### src/rtl/uart_pkg.sv
// Shared types and helpers for the UART receive path.
// Pure declarations: no latency and no flow control.
package uart_pkg;

    localparam int OVERSAMPLE = 16;

    typedef enum logic [1:0] {
        PAR_NONE = 2'd0,
        PAR_EVEN = 2'd1,
        PAR_ODD  = 2'd2
    } parity_e;

    typedef enum logic [2:0] {
        ST_IDLE,
        ST_START,
        ST_DATA,
        ST_PAR,
        ST_STOP
    } rx_state_e;

    // Rounded clock divider for one oversample tick.
    function automatic int calc_div(input int clk_hz, input int baud);
        return (clk_hz + (OVERSAMPLE / 2) * baud) / (OVERSAMPLE * baud);
    endfunction

endpackage

### src/rtl/uart_rx_byte.sv
// Character receiver: 2-flop sync, 16x tick, 3-point majority vote, framing FSM.
// Outcome strobes are combinational in the stop-sample tick cycle; no backpressure.
module uart_rx_byte
    import uart_pkg::*;
#(
    parameter int CLK_HZ    = 12_000_000,
    parameter int BAUD      = 9600,
    parameter int DATA_BITS = 8,
    parameter int PARITY    = 0
) (
    input  logic                 clk,
    input  logic                 rst_n,
    input  logic                 uart_data,
    output logic [DATA_BITS-1:0] char,
    output logic                 char_valid,
    output logic                 frm_err,
    output logic                 par_err,
    output logic                 idle_bit_tick,
    output logic                 start_det
);

    localparam int DIV  = calc_div(CLK_HZ, BAUD);
    localparam int CNTW = (DIV > 2) ? $clog2(DIV) : 1;
    localparam int BW   = $clog2(DATA_BITS);
    localparam logic [CNTW-1:0] DIV_M1   = CNTW'(DIV - 1);
    localparam logic [BW-1:0]   LAST_BIT = BW'(DATA_BITS - 1);
    localparam logic            ODD      = (PARITY == int'(PAR_ODD));

    if (DIV < 2) begin : g_div_chk
        $error("uart_rx_byte: CLK_HZ too low for 16x oversampling at BAUD");
    end

    logic                 sync1_q, sync1_d, sync2_q, sync2_d, prev_q, prev_d;
    logic [1:0]           fill_q, fill_d;
    logic                 armed_q, armed_d;
    logic [CNTW-1:0]      cnt_q, cnt_d;
    logic [3:0]           os_q, os_d;
    rx_state_e            state_q, state_d;
    logic [BW-1:0]        bit_q, bit_d;
    logic [DATA_BITS-1:0] shreg_q, shreg_d;
    logic [1:0]           vote_q, vote_d;
    logic                 par_bad_q, par_bad_d;
    logic                 tick, sample, maj, fall;

    always_ff @(posedge clk or negedge rst_n) begin
        if (!rst_n) begin
            sync1_q   <= 1'b1;
            sync2_q   <= 1'b1;
            prev_q    <= 1'b1;
            fill_q    <= '0;
            armed_q   <= 1'b0;
            cnt_q     <= '0;
            os_q      <= '0;
            state_q   <= ST_IDLE;
            bit_q     <= '0;
            shreg_q   <= '0;
            vote_q    <= '0;
            par_bad_q <= 1'b0;
        end else begin
            sync1_q   <= sync1_d;
            sync2_q   <= sync2_d;
            prev_q    <= prev_d;
            fill_q    <= fill_d;
            armed_q   <= armed_d;
            cnt_q     <= cnt_d;
            os_q      <= os_d;
            state_q   <= state_d;
            bit_q     <= bit_d;
            shreg_q   <= shreg_d;
            vote_q    <= vote_d;
            par_bad_q <= par_bad_d;
        end
    end

    always_comb begin
        tick          = (cnt_q == DIV_M1);
        sample        = tick && (os_q == 4'd9);
        maj           = (vote_q[1] & vote_q[0]) | (vote_q[1] & sync2_q) | (vote_q[0] & sync2_q);
        // Edges only count once the line has been seen high after reset.
        fall          = armed_q && prev_q && !sync2_q;
        start_det     = (state_q == ST_IDLE) && fall;
        idle_bit_tick = (state_q == ST_IDLE) && tick && (os_q == 4'd15);
        char          = shreg_q;
        char_valid    = 1'b0;
        frm_err       = 1'b0;
        par_err       = 1'b0;

        sync1_d   = uart_data;
        sync2_d   = sync1_q;
        prev_d    = sync2_q;
        fill_d    = {fill_q[0], 1'b1};
        armed_d   = armed_q | (fill_q[1] & sync2_q);
        cnt_d     = tick ? '0 : cnt_q + 1'b1;
        os_d      = tick ? os_q + 1'b1 : os_q;
        state_d   = state_q;
        bit_d     = bit_q;
        shreg_d   = shreg_q;
        vote_d    = vote_q;
        par_bad_d = par_bad_q;

        if (tick && (os_q == 4'd7 || os_q == 4'd8)) begin
            vote_d = {vote_q[0], sync2_q};
        end

        case (state_q)
            ST_IDLE: begin
                if (fall) begin
                    state_d = ST_START;
                    cnt_d   = '0;
                    os_d    = '0;
                end
            end
            ST_START: begin
                if (sample) begin
                    state_d   = maj ? ST_IDLE : ST_DATA;
                    bit_d     = '0;
                    par_bad_d = 1'b0;
                end
            end
            ST_DATA: begin
                if (sample) begin
                    shreg_d = {maj, shreg_q[DATA_BITS-1:1]};
                    if (bit_q == LAST_BIT) begin
                        state_d = (PARITY != int'(PAR_NONE)) ? ST_PAR : ST_STOP;
                    end else begin
                        bit_d = bit_q + 1'b1;
                    end
                end
            end
            ST_PAR: begin
                if (sample) begin
                    par_bad_d = (^shreg_q) ^ maj ^ ODD;
                    state_d   = ST_STOP;
                end
            end
            ST_STOP: begin
                if (sample) begin
                    state_d = ST_IDLE;
                    if (!maj) begin
                        frm_err = 1'b1;
                    end else if (par_bad_q) begin
                        par_err = 1'b1;
                    end else begin
                        char_valid = 1'b1;
                    end
                end
            end
            default: state_d = ST_IDLE;
        endcase
    end

endmodule

### src/rtl/uart_rx_frame.sv
// Assembles BYTES received characters into one command word, with idle timeout.
// Outputs are 1-clk pulses one cycle after the stop sample; no backpressure.
module uart_rx_frame
    import uart_pkg::*;
#(
    parameter int CLK_HZ       = 12_000_000,
    parameter int BAUD         = 9600,
    parameter int DATA_BITS    = 8,
    parameter int PARITY       = 0,
    parameter int BYTES        = 2,
    parameter int TIMEOUT_BITS = 20
) (
    input  logic                       clk,
    input  logic                       rst_n,
    input  logic                       uart_data,
    output logic [BYTES*DATA_BITS-1:0] storage,
    output logic                       is_data_ready,
    output logic                       framing_err,
    output logic                       parity_err
);

    localparam int FW = BYTES * DATA_BITS;
    localparam int CW = $clog2(BYTES + 1);
    localparam int TW = $clog2(TIMEOUT_BITS + 1);
    localparam logic [CW-1:0] BYTES_C = CW'(BYTES);
    localparam logic [TW-1:0] TO_C    = TW'(TIMEOUT_BITS);

    logic [DATA_BITS-1:0] char_c;
    logic                 char_vld, frm_c, par_c, idle_tick, start_c;

    logic [FW-1:0] asm_q, asm_d, storage_q, storage_d;
    logic [CW-1:0] count_q, count_d;
    logic [TW-1:0] to_q, to_d;
    logic          rdy_q, rdy_d, frm_q, frm_d, par_q, par_d;

    uart_rx_byte #(
        .CLK_HZ   (CLK_HZ),
        .BAUD     (BAUD),
        .DATA_BITS(DATA_BITS),
        .PARITY   (PARITY)
    ) u_byte (
        .clk          (clk),
        .rst_n        (rst_n),
        .uart_data    (uart_data),
        .char         (char_c),
        .char_valid   (char_vld),
        .frm_err      (frm_c),
        .par_err      (par_c),
        .idle_bit_tick(idle_tick),
        .start_det    (start_c)
    );

    always_ff @(posedge clk or negedge rst_n) begin
        if (!rst_n) begin
            asm_q     <= '0;
            storage_q <= '0;
            count_q   <= '0;
            to_q      <= '0;
            rdy_q     <= 1'b0;
            frm_q     <= 1'b0;
            par_q     <= 1'b0;
        end else begin
            asm_q     <= asm_d;
            storage_q <= storage_d;
            count_q   <= count_d;
            to_q      <= to_d;
            rdy_q     <= rdy_d;
            frm_q     <= frm_d;
            par_q     <= par_d;
        end
    end

    always_comb begin
        asm_d     = asm_q;
        storage_d = storage_q;
        count_d   = count_q;
        to_d      = to_q;
        rdy_d     = 1'b0;
        frm_d     = frm_c;
        par_d     = par_c;

        // Idle ticks only occur in IDLE, so this never collides with a character outcome.
        if (start_c || count_q == '0) begin
            to_d = '0;
        end else if (idle_tick) begin
            if (to_q + 1'b1 == TO_C) begin
                to_d    = '0;
                count_d = '0;
            end else begin
                to_d = to_q + 1'b1;
            end
        end

        if (frm_c || par_c) begin
            count_d = '0;
        end else if (char_vld) begin
            asm_d[int'(count_q)*DATA_BITS +: DATA_BITS] = char_c;
            if (count_q + 1'b1 == BYTES_C) begin
                storage_d = asm_d;
                rdy_d     = 1'b1;
                count_d   = '0;
            end else begin
                count_d = count_q + 1'b1;
            end
        end
    end

    assign storage       = storage_q;
    assign is_data_ready = rdy_q;
    assign framing_err   = frm_q;
    assign parity_err    = par_q;

endmodule

### config.mk
export PLATFORM = sky130hd
export DESIGN_NAME = uart_rx_frame
export DESIGN_NICKNAME = d
export VERILOG_FILES = /design/src/rtl/uart_pkg.sv /design/src/rtl/uart_rx_byte.sv /design/src/rtl/uart_rx_frame.sv
export SDC_FILE = /design/constraint.sdc
export NUM_CORES = 1
export LEC_CHECK = 0
export CAP_MARGIN = 20
export CORE_MARGIN = 3
export CORE_UTILIZATION = 60
export CTS_BUF_LIST = sky130_fd_sc_hd__clkbuf_4 sky130_fd_sc_hd__clkbuf_8
export CTS_CLUSTER_DIAMETER = 60
export DETAILED_ROUTE_END_ITERATION = 10
export PLACE_DENSITY = 0.82
export RECOVER_POWER = 100
export SETUP_SLACK_MARGIN = 0.4
export SLEW_MARGIN = 10
export SYNTH_ARGS = -nofsm -noshare
export SYNTH_HDL_FRONTEND = slang
export SYNTH_SLANG_ARGS = --single-unit
### constraint.sdc
create_clock -name clk -period 2.84 [get_ports clk]
set_clock_uncertainty 0.1 [all_clocks]
set_input_delay 0.568 -clock clk [delete_from_list [all_inputs] [get_ports clk]]
set_output_delay 0.568 -clock clk [all_outputs]
set_load 0.005 [all_outputs]
# Yosys cells after proc, flatten, opt, wreduce, memory -nomap -nowiden

Index checks and enable logic that the tools add are counted.

Register bits: 76
Input port bits: 3
Output and inout bits: 19
Word-level logic and storage cells: 126

$add $sub $neg: 6
Equal/unequal tests: 20
Shift operators: 2
Multiplexer cells: 44
Bitwise logic cells: 9
Reductions and logical operators: 26

Operator list:

| cell                                                   | number |
|---|---|
| negation 5 -> 33 bit                                   | 1 |
| variable shift 8 x 33 -> 16 bit (first input constant) | 1 |
| variable part select 8 x 33 -> 16 bit                  | 1 |
| 2-to-1 mux 3 bit                                       | 8 |
| 2-to-1 mux 7 bit                                       | 3 |
| bitwise mux 16 bit                                     | 1 |
| 2-to-1 mux 1 bit                                       | 16 |
| 2-to-1 mux 5 bit                                       | 3 |
| case mux 3 bit (5 select lines)                        | 1 |
| 2-to-1 mux 2 bit                                       | 7 |
| == test 4 bit (second input constant)                  | 3 |
| 2-to-1 mux 4 bit                                       | 3 |
| != test 2 x 1 -> 1 bit (second input constant)         | 6 |
| AND reduction 3 bit                                    | 3 |
| XOR reduction 8 bit                                    | 1 |
| adder 7 x 1 -> 7 bit (second input constant)           | 1 |
| == test 7 bit (second input constant)                  | 1 |
| logical AND 1 bit                                      | 7 |
| == test 3 x 2 -> 1 bit (second input constant)         | 2 |
| == test 3 bit (second input constant)                  | 2 |
| case mux 3 bit (2 select lines)                        | 1 |
| AND reduction 6 bit                                    | 1 |
| nonzero test 2 bit                                     | 3 |
| nonzero test 3 bit                                     | 2 |
| other kinds (21)                                       | 29 |

# Logic depth before layout (Yosys ltp)

Depth after elaboration: 9
Mapped depth: 9
Gate-level depth less buffers: 6

# Modules after synthesis

From an unflattened synthesis, not the netlist that was laid out.

Cells, all modules: 318
Area total of the unflattened synthesis: 3563.4 um^2

By module, submodules not included:

| module        | instances | cells an instance | area each (um^2) | seq. area each (um^2) |
|---|---|---|---|---|
| uart_rx_frame | 1         | 178               | 1913.1           | 1051.0 |
| uart_rx_byte  | 1         | 140               | 1650.3           | 854.6 |

# Least setup slack after synthesis

Ideal clock, no wire load.

Path type: flip-flop to flip-flop
Start point: reg u_byte.cnt_q[1]
End point: reg storage_q[0] (netlist: storage[0])
Setup time: 0.125 ns
Arrival: 1.902 ns
Required time: 2.615 ns
Path slack: 0.713 ns
Cell stages (with the launch flop): 10
Path buffers: 3
Period minus slack after synthesis: 2.127 ns
Cell sequence: dfrtp_1 > inv_1 > ha_1 > and4bb_4 > and4_1 > buf_2 > and3_4 > buf_8 > buf_12 > mux2_4

Word-level cells in the longest chain between the ends: 7
Elaborated cells between the ends (all ways): 11
Those cells by class: 1 x eq/ne; 6 x mux; 1 x bitwise; 3 x reduce/logical

Ends and longest elaborated chain:

| item                                   | line                | RTL |
|---|---|---|
| start: declaration                     | uart_rx_byte.sv:36  | `logic [CNTW-1:0] cnt_q, cnt_d;` |
| start signal: assignment               | uart_rx_byte.sv:65  | `cnt_q <= cnt_d;` |
| == test 7 bit *                        | uart_rx_byte.sv:76  | `tick = (cnt_q == DIV_M1);` |
| logical AND 1 bit *                    | uart_rx_byte.sv:77  | `sample = tick && (os_q == 4'd9);` |
| 2-to-1 mux 1 bit                       | uart_rx_byte.sv:137 | `if (sample) begin` |
| 2-to-1 mux 1 bit                       | uart_rx_byte.sv:105 | `case (state_q)` |
| logical OR 1 bit                       | uart_rx_frame.sv:94 | `if (frm_c \|\| par_c) begin` |
| inverter 1 bit (no source line)        | --                  |  |
| AND reduction 3 bit (no source line) * | --                  |  |
| end signal: assignment                 | uart_rx_frame.sv:64 | `storage_q <= storage_d;` |
| end: declaration                       | uart_rx_frame.sv:31 | `logic [FW-1:0] asm_q, asm_d, storage_q, storage_d;` |

Every way passes the cells marked *; elsewhere a longest branch is shown, timed or not.
A chain may end at the register's enable or synchronous reset.

# Final worst setup path

Start point: reg u_byte.cnt_q[1]
End point: reg storage_q[11] (netlist: storage[11])

The elaborated chain is that of the path after synthesis.

==> impl_metrics.json <==
{
  "worstMarginPinSlew_ns": 1.82,
  "max_freq_mhz": 418,
  "nFillCells": 424,
  "fp-row-count": 27,
  "p_per_area_mw_per_mm2": 546,
  "cap_viol_max_count": 1,
  "placed_area_mm2": 0.00386,
  "crit_path_max_incr_delay_ns": 0.41,
  "syn_area_mm2": 0.00364,
  "failed_checks": "max-capacitance violations, max-slew violations",
  "syn_nets": 315,
  "outcome": "finished with violations",
  "insertedDiodeCount": 0,
  "wl_met1_um": 2850,
  "slowest_stage": "dfrtp_1",
  "holdWs_ns": 0.251,
  "synth_most_common_cell": "dfrtp_1",
  "seq_area_mm2": 0.00191,
  "clk_pin_slew_ns": 0.07,
  "ys.flop_type": "dfrtp_1",
  "worstSkewPairLatency_ns": 0.34,
  "slew-limit-headroom_pct": -21.1,
  "setup_viol": 0,
  "yosysTopAreaCellShare_pct": 50.2,
  "port_buffers": 21,
  "switching_share_pct": 24.1,
  "fin_area_mm2": 0.00404,
  "yosys-top-cells-area": "dfrtp_1 50%, a22o_1 6.3%, mux2_2 5.6%, ha_1 4.1%, mux2_4 3.7%",
  "worstReg2RegStart": "u_byte.cnt_q[1]",
  "drive_above_1_share_pct": 14.6,
  "wl_per_cell_um": 17.5,
  "seqPwrFrac_pct": 54.0,
  "p_clk_share_pct": 37.8,
  "path_delay_family": "simple AND/OR/NAND/NOR gates",
  "core_area_mm2": 0.00568,
  "yosys.area.top_type": "dfrtp_1",
  "end_kind": "flop",
  "yosys_warnings": 0,
  "rsz0062_at_grt": "false",
  "dieWidth_um": 83.9,
  "fin_util_pct": 71.1,
  "antenna_found_initial": 0,
  "grt_usage_pct": 21.5,
  "power_frac_comb_pct": 8.1,
  "h-tree-depth": 3,
  "vias": 2421,
  "criticalPathCategory": "flop to flop",
  "crit_path_start_kind": "flop",
  "hold_start": "u_byte.fill_q[0]",
  "finalWirelength_um": 7010,
  "cts-hold-fix-buffers": 0,
  "drc": 0,
  "numCtsBuffers": 9,
  "dieArea_mm2": 0.00703,
  "p_int_mw": 1.67,
  "dr.pass1.iters": 4,
  "gp_congestion": 0.871,
  "avgSynthCellArea_um2": 12.1,
  "grt_pass1_wl_um": 12100,
  "dp_hpwl_um": 4870,
  "synth_edf_count": 0,
  "syn_inst": 300,
  "area_growth_pct": 10.9,
  "grt_pass1_vias": 2573,
  "die_h_um": 83.9,
  "wl_met3_um": 312,
  "crit_start": "u_byte.cnt_q[1]",
  "vias_per_cell": 6.05,
  "postRouteAntennaNets": 0,
  "clock-sinks": 76,
  "clk_path_buf_depth": 2,
  "highest_layer": "met4",
  "maxSlewViolCount": 77,
  "path_buf_inv": 2,
  "cts_tree": "built",
  "layout_min_cycle_time_ns": 2.40,
  "fin_tns_setup_ns": 0,
  "clockRootBuffer": "clkbuf_8",
  "path_cells": "inv_1 -> ha_1 -> and4bb_1 -> and4_1 -> and3_1 -> buf_12 -> mux2_1",
  "leakage_nw": 1.89,
  "async_flop_share_pct": 100,
  "start_util_pct": 64.1,
  "p_switching_uw": 532,
  "dp_cells": 383,
  "synth.distinct_cells": 57,
  "stdcell_count": 400,
  "fin_nets": 338,
  "hold_class": "flop to flop",
  "required_ns": 2.96,
  "multi_input_area_mm2": 0.00154,
  "crit_fanout": 17,
  "gr-total-overflow": 0,
  "period_share_pct": 84.3,
  "initialDrtViolationCount": 127,
  "grt_max_degree": 77,
  "finalHoldViolations": 0,
  "ioPinCount": 22,
  "ys_top_cells_by_count": "73 x dfrtp_1, 26 x a22o_1, 18 x mux2_2, 16 x nand2_1, 16 x nor2_1",
  "arrival_ns": 2.51,
  "wl_met2_um": 3720,
  "seq_area_frac_synth_pct": 52.4,
  "ys_ff_latch": 76,
  "peakVddDrop_mv": 0.389
}
## final cells by class
class | count | share of cell area [%]
Clock buffer | 14 | 4.15
Clock inverter | 2 | 0.868
Inverter | 16 | 1.58
Multi-Input combinational cell | 197 | 38.2
Sequential cell | 76 | 47.2
Tap cell | 72 | 2.23
Timing Repair Buffer | 23 | 5.77
## cell families after synthesis
kind of cell               after synthesis  synth area share (%)
and+or+nand+nor                         85                  14.3
DFF                                     76                  52.4
AOI/OAI and AO/OA                       53                  10.7
muxes                                   30                  10.1
buffers and inverters                   27                  4.02
xor gates and xnor gates                15                  3.99
adders and majority gates               13                  4.40
other                                    1                 0.103
## cell usage in the layout (no fill, tap or decap), types with 10 or more instances in the layout
| cell type | count |
|---|---|
| o21ai_0 | 14 |
| nand3_1 | 11 |
| inv_1 | 15 |
| ha_1 | 12 |
| dfrtp_1 | 73 |
| nor2_1 | 16 |
| clkbuf_8 | 10 |
| dlygate4sd3_1 | 20 |
| nand2_1 | 16 |
| mux2_2 | 17 |
| a22o_1 | 26 |
## power groups by stage
| stage | logic (mW) | clock network, mW | registers, mW |
|---|---|---|---|
| after floorplan | 0.151 | 0 | 1.19 |
| after global placement | 0.180 | 0 | 1.21 |
| after detailed placement | 0.186 | 0 | 1.21 |
| after CTS | 0.187 | 0.846 | 1.19 |
| after global routing | 0.211 | 0.894 | 1.20 |
| final | 0.179 | 0.834 | 1.19 |
## per-stage QoR
step | total power [mW] | setup WS [ns]
2_1_floorplan | 1.34 | 0.713
3_3_place_gp | 1.39 | 0.603
3_5_place_dp | 1.40 | 0.530
4_1_cts | 2.22 | 0.495
5_1_grt | 2.30 | 0.317
6_report | 2.20 | 0.445
## layer usage
layer | track usage [%] | up-vias
met2 | 37.7 | 51
met5 | 0 | -
met1 | 25.7 | 1240
met4 | 9.21 | 0
met3 | 3.85 | 13
li1 | - | 1117
## worst reg2reg max path, cell delays in order, from the launching register on
cell and delay [ns]:
dfrtp_1 0.41, inv_1 0.07, ha_1 0.15, and4bb_1 0.37, and4_1 0.39, and3_1 0.25, buf_12 0.17, mux2_1 0.36
## worst paths after layout
path	cells past startpoint	slack [ns]	endpoint
worst max-delay path	7	0.44	storage[11]
worst min-delay path	0	0.25	u_byte.fill_q[1]
worst max register to register	7	0.44	storage[11]
worst min register to register	0	0.25	u_byte.fill_q[1]
max in group asynchronous	1	0.97	parity_err
min in group asynchronous	1	0.62	storage[12]
## what timing repair did
item,4_1_cts,5_1_grt
buffers inserted,0,1
resized for setup,0,1
endpoints found under the setup margin,0,15
## flip-flops by register name, summed over array words and instances, names as in the netlist
register	cells
asm_q	16
count_q	2
framing_err	1
is_data_ready	1
parity_err	1
storage	16
to_q	5
u_byte.armed_q	1
u_byte.bit_q	3
u_byte.char	8
u_byte.cnt_q	7
u_byte.fill_q	2
u_byte.os_q	4
u_byte.par_bad_q	1
u_byte.prev_d	1
u_byte.prev_q	1
u_byte.state_q	3
u_byte.sync1_q	1
u_byte.vote_q	2
Note: power is estimated with default switching activity, not from simulation.
